==> config.mk <==
export PLATFORM = sky130hd
export DESIGN_NAME = updown_count_ctrl
export DESIGN_NICKNAME = d
export VERILOG_FILES = /design/src/rtl/updown_count_ctrl.sv
export SDC_FILE = /design/constraint.sdc
export NUM_CORES = 1
export LEC_CHECK = 0
export ABC_AREA = 1
export CAP_MARGIN = 25
export CORE_MARGIN = 2
export CORE_UTILIZATION = 35
export DETAILED_ROUTE_END_ITERATION = 8
export SLEW_MARGIN = 20
export SYNTH_ARGS = -nofsm -noshare
export SYNTH_HDL_FRONTEND = slang
export SYNTH_SLANG_ARGS = --single-unit
==> constraint.sdc <==
create_clock -name clk -period 1.5 [get_ports clk]
set_clock_uncertainty 0.1 [all_clocks]
set_input_delay 0.15 -clock clk [delete_from_list [all_inputs] [get_ports clk]]
set_output_delay 0.15 -clock clk [all_outputs]
set_load 0.05 [all_outputs]
==> src/rtl/updown_count_ctrl.sv <==
// Run/pause/direction controller: FSM-gated prescaler producing a tick that steps a modulo up/down counter.
// Define UPDOWN_BOUNCE_EN to make the counter reverse direction at either end instead of wrapping.
module updown_count_ctrl #(
  parameter int COUNT_WIDTH = 24,
  parameter int TICK_MAX    = 6000000 - 1,
  parameter int VALUE_WIDTH = 4,
  parameter int VALUE_MAX   = 9
) (
  input  logic                   clk,
  input  logic                   rst,
  input  logic                   start_stop,
  input  logic                   dir_toggle,
  input  logic                   clear,
  input  logic                   load,
  input  logic [VALUE_WIDTH-1:0] load_value,
  output logic [VALUE_WIDTH-1:0] value,
  output logic                   tick,
  output logic                   wrap,
  output logic                   running,
  output logic                   dir_up
);

  localparam logic [COUNT_WIDTH:0]   TICK_LIMIT = (COUNT_WIDTH + 1)'(TICK_MAX);
  localparam logic [VALUE_WIDTH-1:0] VALUE_TOP  = VALUE_WIDTH'(VALUE_MAX);
  localparam logic [VALUE_WIDTH-1:0] VALUE_ONE  = VALUE_WIDTH'(1);

  typedef enum logic [1:0] {
    IDLE,
    RUN,
    HOLD
  } state_t;

  state_t                 state;
  state_t                 state_next;
  logic [COUNT_WIDTH:0]   prescaler;
  logic [COUNT_WIDTH:0]   prescaler_next;
  logic [VALUE_WIDTH-1:0] value_next;
  logic                   tick_next;
  logic                   wrap_next;
  logic                   dir_next;
  logic [VALUE_WIDTH-1:0] step_value;
  logic                   step_wrap;
  logic [VALUE_WIDTH-1:0] load_clamped;
  logic                   terminal;
`ifdef UPDOWN_BOUNCE_EN
  logic                   step_dir;
`endif

  assign running      = (state == RUN);
  assign terminal     = (prescaler == TICK_LIMIT);
  assign load_clamped = (load_value > VALUE_TOP) ? VALUE_TOP : load_value;

  // Candidate next value if a step happens this cycle, always using the current direction.
  always_comb begin
    step_value = value;
    step_wrap  = 1'b0;
`ifdef UPDOWN_BOUNCE_EN
    step_dir   = dir_up;
`endif
    if (dir_up) begin
      if (value == VALUE_TOP) begin
        step_wrap = 1'b1;
`ifdef UPDOWN_BOUNCE_EN
        step_value = VALUE_TOP - VALUE_ONE;
        step_dir   = 1'b0;
`else
        step_value = '0;
`endif
      end else begin
        step_value = value + VALUE_ONE;
      end
    end else begin
      if (value == '0) begin
        step_wrap = 1'b1;
`ifdef UPDOWN_BOUNCE_EN
        step_value = VALUE_ONE;
        step_dir   = 1'b1;
`else
        step_value = VALUE_TOP;
`endif
      end else begin
        step_value = value - VALUE_ONE;
      end
    end
  end

  // clear overrides load, which overrides the normal FSM/prescaler behaviour.
  always_comb begin
    state_next     = state;
    prescaler_next = prescaler;
    value_next     = value;
    tick_next      = 1'b0;
    wrap_next      = 1'b0;
    dir_next       = dir_toggle ? ~dir_up : dir_up;

    case (state)
      IDLE: begin
        prescaler_next = '0;
        if (start_stop) state_next = RUN;
      end
      RUN: begin
        if (terminal) begin
          prescaler_next = '0;
          tick_next      = 1'b1;
          wrap_next      = step_wrap;
          value_next     = step_value;
`ifdef UPDOWN_BOUNCE_EN
          if (step_wrap) dir_next = step_dir;
`endif
        end else begin
          prescaler_next = prescaler + 1'b1;
        end
        if (start_stop) state_next = HOLD;
      end
      HOLD: begin
        if (start_stop) state_next = RUN;
      end
      default: begin
        state_next     = IDLE;
        prescaler_next = '0;
      end
    endcase

    if (clear) begin
      state_next     = IDLE;
      prescaler_next = '0;
      value_next     = '0;
      tick_next      = 1'b0;
      wrap_next      = 1'b0;
      dir_next       = 1'b1;
    end else if (load) begin
      state_next     = state;
      prescaler_next = '0;
      value_next     = load_clamped;
      tick_next      = 1'b0;
      wrap_next      = 1'b0;
      dir_next       = dir_toggle ? ~dir_up : dir_up;
    end
  end

  always_ff @(posedge clk) begin
    if (rst) begin
      state     <= IDLE;
      prescaler <= '0;
      value     <= '0;
      tick      <= 1'b0;
      wrap      <= 1'b0;
      dir_up    <= 1'b1;
    end else begin
      state     <= state_next;
      prescaler <= prescaler_next;
      value     <= value_next;
      tick      <= tick_next;
      wrap      <= wrap_next;
      dir_up    <= dir_next;
    end
  end

endmodule

Word-level counts from Yosys, hierarchy flattened
Cells that the tools add are included.
{ "totals": {"romBits": 0, "latchBits": 0, "n_memories": 0, "input_bits": 10, "mem_bits_rw": 0, "register_bits": 34} }
{ "classes": {"n_mul": 0, "magnitude_cmp": 1, "n_eq_ne": 6, "bitwise_logic": 4, "n_shift": 0, "n_mux": 16, "div": 0, "add_sub_neg": 3, "reduce_logical": 11} }
{ "ops": {"columns": ["cell", "count"], "rows": [
  ["25-bit case mux with 2 select lines", 1],
  ["4-bit two-way mux", 7],
  ["25-bit by 1-bit adder with 25-bit output, second input constant", 1],
  ["25-bit by 23-bit equality test with 1-bit output, second input constant", 1],
  ["25-bit two-way mux", 1],
  ["5-bit OR reduction", 1],
  ["4-bit by 1-bit adder with 4-bit output, second input constant", 1],
  ["4-bit equality test, second input constant", 1],
  ["4-bit > comparator, second input constant", 1],
  ["4-bit logical NOT", 1],
  ["1-bit two-way mux", 4],
  ["2-bit two-way mux", 2],
  ["1-bit NOT", 4],
  ["2-bit case mux with 2 select lines", 1],
  ["2-bit nonzero test", 2],
  ["2-bit OR reduction", 2],
  ["4-bit OR reduction", 1],
  ["4-bit by 1-bit subtractor with 4-bit output, second input constant", 1],
  ["3-bit AND reduction", 1],
  ["3-bit OR reduction", 1],
  ["2-bit by 1-bit equality test with 1-bit output, second input constant", 1],
  ["2-bit equality test, second input constant", 1],
  ["2-bit logical NOT", 1],
  ["2-bit by 1-bit inequality test with 1-bit output, second input constant", 1],
  ["2 further kinds", 2]
]} }

Logic depth before layout (Yosys ltp)
{ "depth": {"ltp_word": 6, "ltp_mapped": 11, "depth_no_buf": 11} }

Worst setup path before layout
OpenSTA, ideal clock, no wires.
{ "synth_path": {"path_type": "register -> register", "from": "reg value[2]", "to": "reg value[3]", "synth_period_minus_slack_ns": 1.613, "t_arrival_ns": 1.450, "path_stages_with_launch": 11, "setup_slack_ns": -0.113, "path_buffers": 0, "cell_sequence": "dfxtp_1 > inv_1 > nand2_1 > nor2_1 > nor2_1 > nand3_1 > nand3_1 > nand2_1 > nand2_1 > inv_1 > nor2_1"} }
{ "synth_between": {"elab_chain_cells": 6, "word_cells_on_any_way": 10} }
{ "synth_lines": {"columns": ["element", "line", "text"], "rows": [
  ["start, declared", "16", "output logic [VALUE_WIDTH-1:0] value,"],
  ["start signal, assigned", "152", "value <= value_next;"],
  ["4-bit by 1-bit subtractor with 4-bit output (tied with other cells)", "82", "step_value = value - VALUE_ONE;"],
  ["4-bit two-way mux (on tied branches)", "73, 61", null],
  ["4-bit two-way mux *", "60", "if (dir_up) begin"],
  ["4-bit two-way mux *", "102", "if (terminal) begin"],
  ["4-bit two-way mux *", "96", "case (state)"],
  ["4-bit two-way mux *", "131", "end else if (load) begin"]
]} }
Every way passes the cells marked *; elsewhere a longest branch is shown, timed or not. The select of a mux whose other input is x is not followed.
A chain may end at the register's enable or synchronous reset.

Worst setup path in the final report
{ "layout_path": {"from": "reg prescaler[0]", "to": "reg prescaler[16]"} }
{ "layout_between": {"elab_chain_cells": 3, "word_cells_on_any_way": 4} }
{ "layout_lines": {"columns": ["element", "line", "text"], "rows": [
  ["start, declared", "35", "logic [COUNT_WIDTH:0] prescaler;"],
  ["start signal, assigned", "151", "prescaler <= prescaler_next;"],
  ["25-bit by 1-bit adder with 25-bit output / 25-bit by 23-bit equality test with 1-bit output (equally long branches)", "111, 50", null],
  ["25-bit two-way mux *", "102", null],
  ["25-bit case mux with 2 select lines *", "96", null]
]} }
Every way passes the cells marked *; elsewhere a longest branch is shown, timed or not.

==> qor.yml <==
outcome: "finished with violations"
failed_checks: "setup timing"
powerDensity_nw_per_um2: 566.9
synth_top_family_by_area: "simple AND/OR/NAND/NOR gates"
n_antenna_cell: 0
antenna_found_initial: 0
nets: 451
min_to: "dir_up"
routed_wirelength_microns: 6345
cts_root_buf: "clkbuf_8"
ys_ff_latch: 34
ys_seq_area_frac: 0.2961
postSynth.asyncResetShare: 0
drv_cap: 0
r2r_setup_slack_ns: -0.07
cp.required_ns: 1.60
drv_slew: 0
drc: 0
muxShareOfSynthArea: 0
start_util: 0.3620
hold_viol: 0
mostFrequentLayoutCells: "nand2_1 (93), buf_4 (55), inv_1 (39)"
first_pass_iters: 4
cts_buffers: 5
wl_per_cell_microns: 12.25
grt.overflow.total: 0
rsz0062_at_grt: "yes"
clkPwrFrac: 0.390
setup_viol: 12
core-area_sq_um: 6350
routabilityCongestion: 0.8756
vias_per_cell: 4.817
clockBufferDepth: 2
synth-compound-area-share: 0.1132
clock_latency_ns: 0.30
tightestPinTransition_ns: 0.2569
cp_max_fo: 3
drtIter0Drc: 83
final_common_cell: "nand2_1"
synth_cells: 361
syn_nets: 372
synth_warnings: 0
worstRegToRegCells: 12
tritoncts: "done"
synth_fa_ha_area_frac: 0.005444
ys.flop_type: "dfxtp_1"
cts.clk_slew.worst_paths_ns: 0.08
die_w_microns: 85.04
total_power_mw: 1.896
cts.htree.levels: 2
vdd_ir_drop_max_mv: 0.4047
synth_enable_flop_cells: 0
area_growth_pct: 45.51
leakage_nw: 1.410
crit_arrival_ns: 1.67
synth.distinct_cells: 33
start_kind: "flip-flop"
postRouteAntennaNets: 0
reg2reg_from: "prescaler[0]"
syn-mean-instance-area_sq_um: 6.367
grt_pass1_wl_microns: 10760
grt_start_max_net_pins: 20
p_switching_uw: 511.3
fmax_mhz: 636.5
fin_crit_ns: 1.571
std_cell_rows: 29
die_area_sq_um: 7231
min_from: "dir_toggle"
dieHeight_microns: 85.04
final_area_sq_um: 3344
multi_input_area_sq_um: 1558
power.share.combinational: 0.126
p_seq_frac: 0.484
cts.sinks: 34
grt_pass1_vias: 2432
numPortBuffers: 17
routed-via-count: 2495
synth_xor_area_frac: 0.01143
ff_latch_area_sq_um: 711.9
hold_path.class: "in -> reg"
place_area_sq_um: 2987
switching_share: 0.2696
hold_buffers: 0
endpoint_kind: "flip-flop"
r2r-end: "prescaler[16]"
slew-limit-headroom: 0.8286
period_share: 1.047
fin_ws_ns: -0.07099
nFillCells: 624
io_pins: 18
dp_hpwl_microns: 4687
drive_gt1_frac: 0.3991
grtUsageTotal: 0.1843
syn_area_sq_um: 2298
hold_path_depth: 2
yosys.area_share.simple: 0.4780
path_class: "reg -> reg"
p_int_mw: 1.385
power by group through the flow:
stage          sequential [mW]  clock [mW]  combinational [mW]
2_1_floorplan            0.961           0               0.105
3_3_place_gp             0.942           0               0.225
3_5_place_dp             0.942           0               0.227
4_1_cts                  0.921       0.763               0.229
5_1_grt                  0.919       0.789               0.261
6_report                 0.918       0.740               0.238
per-layer routing:
layer / track usage / up-vias / share of wire
met1: 0.2290 / 1148 / 0.46
met3: 0.03210 / 6 / 0.027
met2: 0.3246 / 36 / 0.50
li1: - / 1305 / -
met5: 0 / - / 0
met4: 0.05483 / 0 / 0.011
cell type report:
| class | count | share of cell area |
|---|---|---|
| multi-input cells | 275 | 0.4658 |
| flip-flops and latches | 34 | 0.2129 |
| repair buffers | 77 | 0.2099 |
| inverters | 47 | 0.05425 |
| well taps | 77 | 0.02881 |
| clock buffers | 6 | 0.02469 |
| clock inverters | 2 | 0.003741 |
metrics by stage:
step / hold WS, ns / utilization / setup WS, ns / setup TNS [ns] / std cells
2_1_floorplan: 0.1504 / - / 0.01949 / 0 / 361
6_report: 0.3615 / 0.5267 / -0.07099 / -0.5626 / 518
4_1_cts: 0.3571 / 0.4971 / -0.1389 / -0.8012 / 514
3_3_place_gp: 0.3661 / 0.4703 / -0.1866 / -2.813 / 503
3_5_place_dp: 0.3695 / 0.4703 / -0.2324 / -3.980 / 503
5_1_grt: 0.3700 / 0.5267 / -0.1847 / -2.514 / 518
flip-flops by register name, indices dropped and copies added, names as in the netlist:
register and count:
state 2, tick 1, prescaler 25, wrap 1, dir_up 1, value 4
cells by family after synthesis:
group | after synthesis
adders and majority gates | 1
buffers and inverters | 53
xor gates and xnor gates | 3
and+or+nand+nor | 224
DFF | 34
AOI/OAI and AO/OA | 46
how the worst max path moves through the flow:
| stage | from | to | slack (ns) | cells past startpoint |
|---|---|---|---|---|
| after floorplan | dir_up | value[3] | 0.02 | 8 |
| after global placement | prescaler[0] | prescaler[8] | -0.19 | 8 |
| after detailed placement | prescaler[0] | prescaler[8] | -0.23 | 8 |
| after CTS | prescaler[0] | prescaler[20] | -0.14 | 10 |
| after global routing | prescaler[0] | prescaler[8] | -0.18 | 9 |
| final | prescaler[0] | prescaler[16] | -0.07 | 12 |
synthesized netlist by cell type (2+ instances only):
cell / number / area (sq um)
a21oi_1: 24 / 120.1
buf_2: 2 / 10.01
buf_4: 3 / 22.52
dfxtp_1: 34 / 680.7
inv_1: 43 / 161.4
inv_2: 4 / 15.01
nand2_1: 104 / 390.4
nand2_2: 10 / 62.56
nand2_4: 3 / 33.78
nand3_1: 28 / 140.1
nand3_2: 4 / 40.04
nand4_1: 5 / 31.28
nor2_1: 42 / 157.7
nor2_2: 9 / 56.30
nor2_4: 9 / 101.4
nor2_8: 2 / 40.04
nor3_1: 5 / 25.02
o211ai_1: 2 / 15.01
o21ai_0: 9 / 45.04
o21ai_1: 2 / 10.01
o21ai_2: 2 / 17.52
o21bai_1: 2 / 15.01
xor2_1: 3 / 26.28
what timing repair did:
item / in CTS / in global routing
setup buffers: 2 / 4
pin swaps: 8 / 16
hold endpoints to repair: 0 / 0
cloned: 1 / 0
endpoints found under the setup margin: 24 / 31
gates resized for setup: 17 / 57
worst max-delay path, cell delays in order (launching register included):
cell and delay (ns):
dfxtp_2 0.36, ha_4 0.15, nand2_4 0.06, buf_4 0.14
inv_2 0.05, nand2_2 0.06, nor2_1 0.11, nand2_1 0.07
nand2_2 0.09, buf_6 0.12, o21bai_1 0.07, inv_1 0.06
nor2_2 0.03
Note: power is estimated with default switching activity, not from simulation.
==> RTL edit, RTL diff (config.mk and constraints unchanged) <==
Put a register stage on the output `running`, with the module's reset. The value now appears one clock later. The other outputs are not delayed to match.
--- a/src/rtl/updown_count_ctrl.sv
+++ b/src/rtl/updown_count_ctrl.sv
@@ -47,5 +47,11 @@
 `endif
 
-  assign running      = (state == RUN);
+  always_ff @(posedge clk) begin
+    if (rst) begin
+      running <= '0;
+    end else begin
+      running <= (state == RUN);
+    end
+  end
   assign terminal     = (prescaler == TICK_LIMIT);
   assign load_clamped = (load_value > VALUE_TOP) ? VALUE_TOP : load_value;
Check against the original RTL: not equivalent (a bounded check fails within 4 cycles, from zero or initial values and one cycle with rst high).
==> RTL edit against the original RTL <==
Sequential cell count up 1; wire length rose by 3.3%; non-clock buffer count grew 4; final area grew 3.5%; power is 3.6% higher; setup slack better by 0.075 ns; synthesized area decreased by 0.16%; sequential power up 3.3%; first-iteration DRC count grew 31%; highest routed layer unchanged.
==> RTL edit: results (changes against the original RTL) <==
Critical path
  • Internal reg-to-reg setup slack: 0.004 ns (was -0.07 ns)
  • Crit-path max FO: 6 (was 3)
  • Slowest CP cell: dfxtp_4 (was dfxtp_2)
  • Crit-path leading delay family: simple AND/OR/NAND/NOR gates (unchanged)
  • Crit Path Category: reg2reg (unchanged)
  • Reg2Reg Depth: 9 (was 12)
  • Crit-path max cell delay: 0.36 ns (about the same)
  • R2R Path Start: prescaler[1] (was prescaler[0])
  • RR Endpoint: prescaler[20] (was prescaler[16])

Finish
  • Final #Nets: 461 (was 451)
  • Comb_multi_in: 282 (was 275)
  • Number of non-clock buffers in the layout: 81 (was 77)
  • Sequential portion of the cell area: 0.211 (was 0.213)
  • Clock network area share: 0.0300 (was 0.0284)
  • Multi-input gate share of the layout cell area: 0.463 (was 0.466)
  • Inverters: 45 (was 47)
  • Post-Layout Cell Count: 528 (was 518)
  • Layout cells sized above 1: 0.404 (was 0.399)
  • Storage element area: 729 µm² (was 712 µm²)
  • Clock buffers: 7 (was 6)
  • Buffering overhead: 0.220 (was 0.210)
  • Biggest regs: prescaler: 25 flops, value: 4 flops, state: 2 flops (unchanged)
  • Fillers: 605 (was 624)

CTS
  • Htree depth: 2 (unchanged)
  • Num CTS Buffers: 5 (unchanged)
  • Reg clk slew, reported paths: 0.08 ns (about the same)
  • Root Buffer: clkbuf_8 (unchanged)
  • Sink Count: 35 (was 34)
  • Worst-Skew Late Latency: 0.30 ns (about the same)

Synthesis
  • Avg Inst Size Synth: 6.22 µm² (was 6.37 µm²)
  • Synth cell count leaders: nand2_1, inv_1, nor2_1 (unchanged)
  • Dominant cells by area after synthesis: dfxtp_1, nand2_1, inv_1 (unchanged)
  • Net Count, Synth: 380 (was 372)
  • Seq/Total Area, Yosys: 0.305 (was 0.296)
  • Unique masters post-synth: 29 (was 33)
  • Post-synth ARST share: 0 (unchanged)

Global route
  • First-pass GRT wire length: 11000 µm (was 10800 µm)
  • Total GRT Usage: 0.186 (was 0.184)
  • Largest net degree at the start of global routing: 21 (was 20)
  • Vias in the first global route: 2472 (was 2432)

Pwr
  • Static leakage: 1.48 nW (was 1.41 nW)
  • Seq group: 0.948 mW (was 0.918 mW)
  • VDD IR max: 0.513 mV (was 0.405 mV)
  • Int Pwr: 1.45 mW (was 1.38 mW)
  • P_clk: 0.804 mW (was 0.740 mW)
  • Share of total power in the clock network: 0.409 (was 0.390)

Place
  • DP Cell Count: 515 (was 503)
  • Gpl congestion: 0.905 (was 0.876)
  • Post-DP HPWL: 4880 µm (was 4690 µm)
  • Pre-CTS setup slack: -0.105 ns (was -0.232 ns)
  • DP Area: 3050 µm² (was 2990 µm²)

Detailed routing
  • WL final: 6560 µm (was 6350 µm)
  • Vias per inst: 4.90 (was 4.82)
  • DR iter-0 viols: 109 (was 83)
  • DRC: 0 (unchanged)

Timing
  • WHS: 0.335 ns (was 0.362 ns)
  • Slew headroom: 0.706 (was 0.829)

Status
  • Run status: finished clean (was finished with violations)

Hold path
  • Worst hold path type: in2reg (unchanged)
==> RTL edit: changes by cell type in the layout (fill, tap and decap cells not counted), moves of 3 or more <==
cell	change
nor2_1	-4
inv_2	+3
nor2_4	-8
nand4_1	+4
nand2_1	+13
inv_1	-3
nand3_1	-5
a21oi_2	+5
==> RTL edit: what timing repair did <==
action                                 CTS  global route
buffers inserted                         0             5
pin swaps                                3            23
endpoints found under the hold margin    0             0
setup endpoints to repair               18            30
resized for setup                       20            75
==> RTL edit: metal layers <==
| metal | vias to the layer above | wire [µm] | track usage |
|---|---|---|---|
| li1 | 1331 | - | - |
| met1 | 1210 | 2990 | 0.237 |
| met2 | 37 | 3280 | 0.319 |
| met3 | 11 | 173 | 0.0311 |
| met4 | 0 | 113 | 0.0592 |
| met5 | - | 0 | 0 |
==> RTL edit: worst max path at each step <==
stage | endpoint | slack [ns] | cells past startpoint
3_5_place_dp | prescaler[15] | -0.10 | 9
4_1_cts | prescaler[20] | -0.02 | 9
3_3_place_gp | prescaler[15] | -0.06 | 9
5_1_grt | prescaler[24] | -0.1 | 9
2_1_floorplan | value[3] | 0.03 | 8
6_report | prescaler[20] | 0.004 | 9
==> RTL edit: cells by family (layout without fill, tap and decap cells) <==
kind of cell | Yosys count | after routing | share of synthesized area
and+or+nand+nor | 231 | 231 | 0.473
buffers and inverters | 52 | 134 | 0.0894
AOI/OAI and AO/OA | 45 | 45 | 0.108
DFF | 35 | 35 | 0.305
xor gates and xnor gates | 5 | 5 | 0.0191
adders and majority gates | 1 | 1 | 0.00545
==> RTL edit: worst reg2reg max path: cells and delay by family, from the launching register on <==
kind	cells	cell delay [ns]
AO/OA/AOI/OAI	2	0.21
flip-flops	1	0.36
AND/OR/NAND/NOR	6	0.62
adder cells (fa/ha/maj)	1	0.14
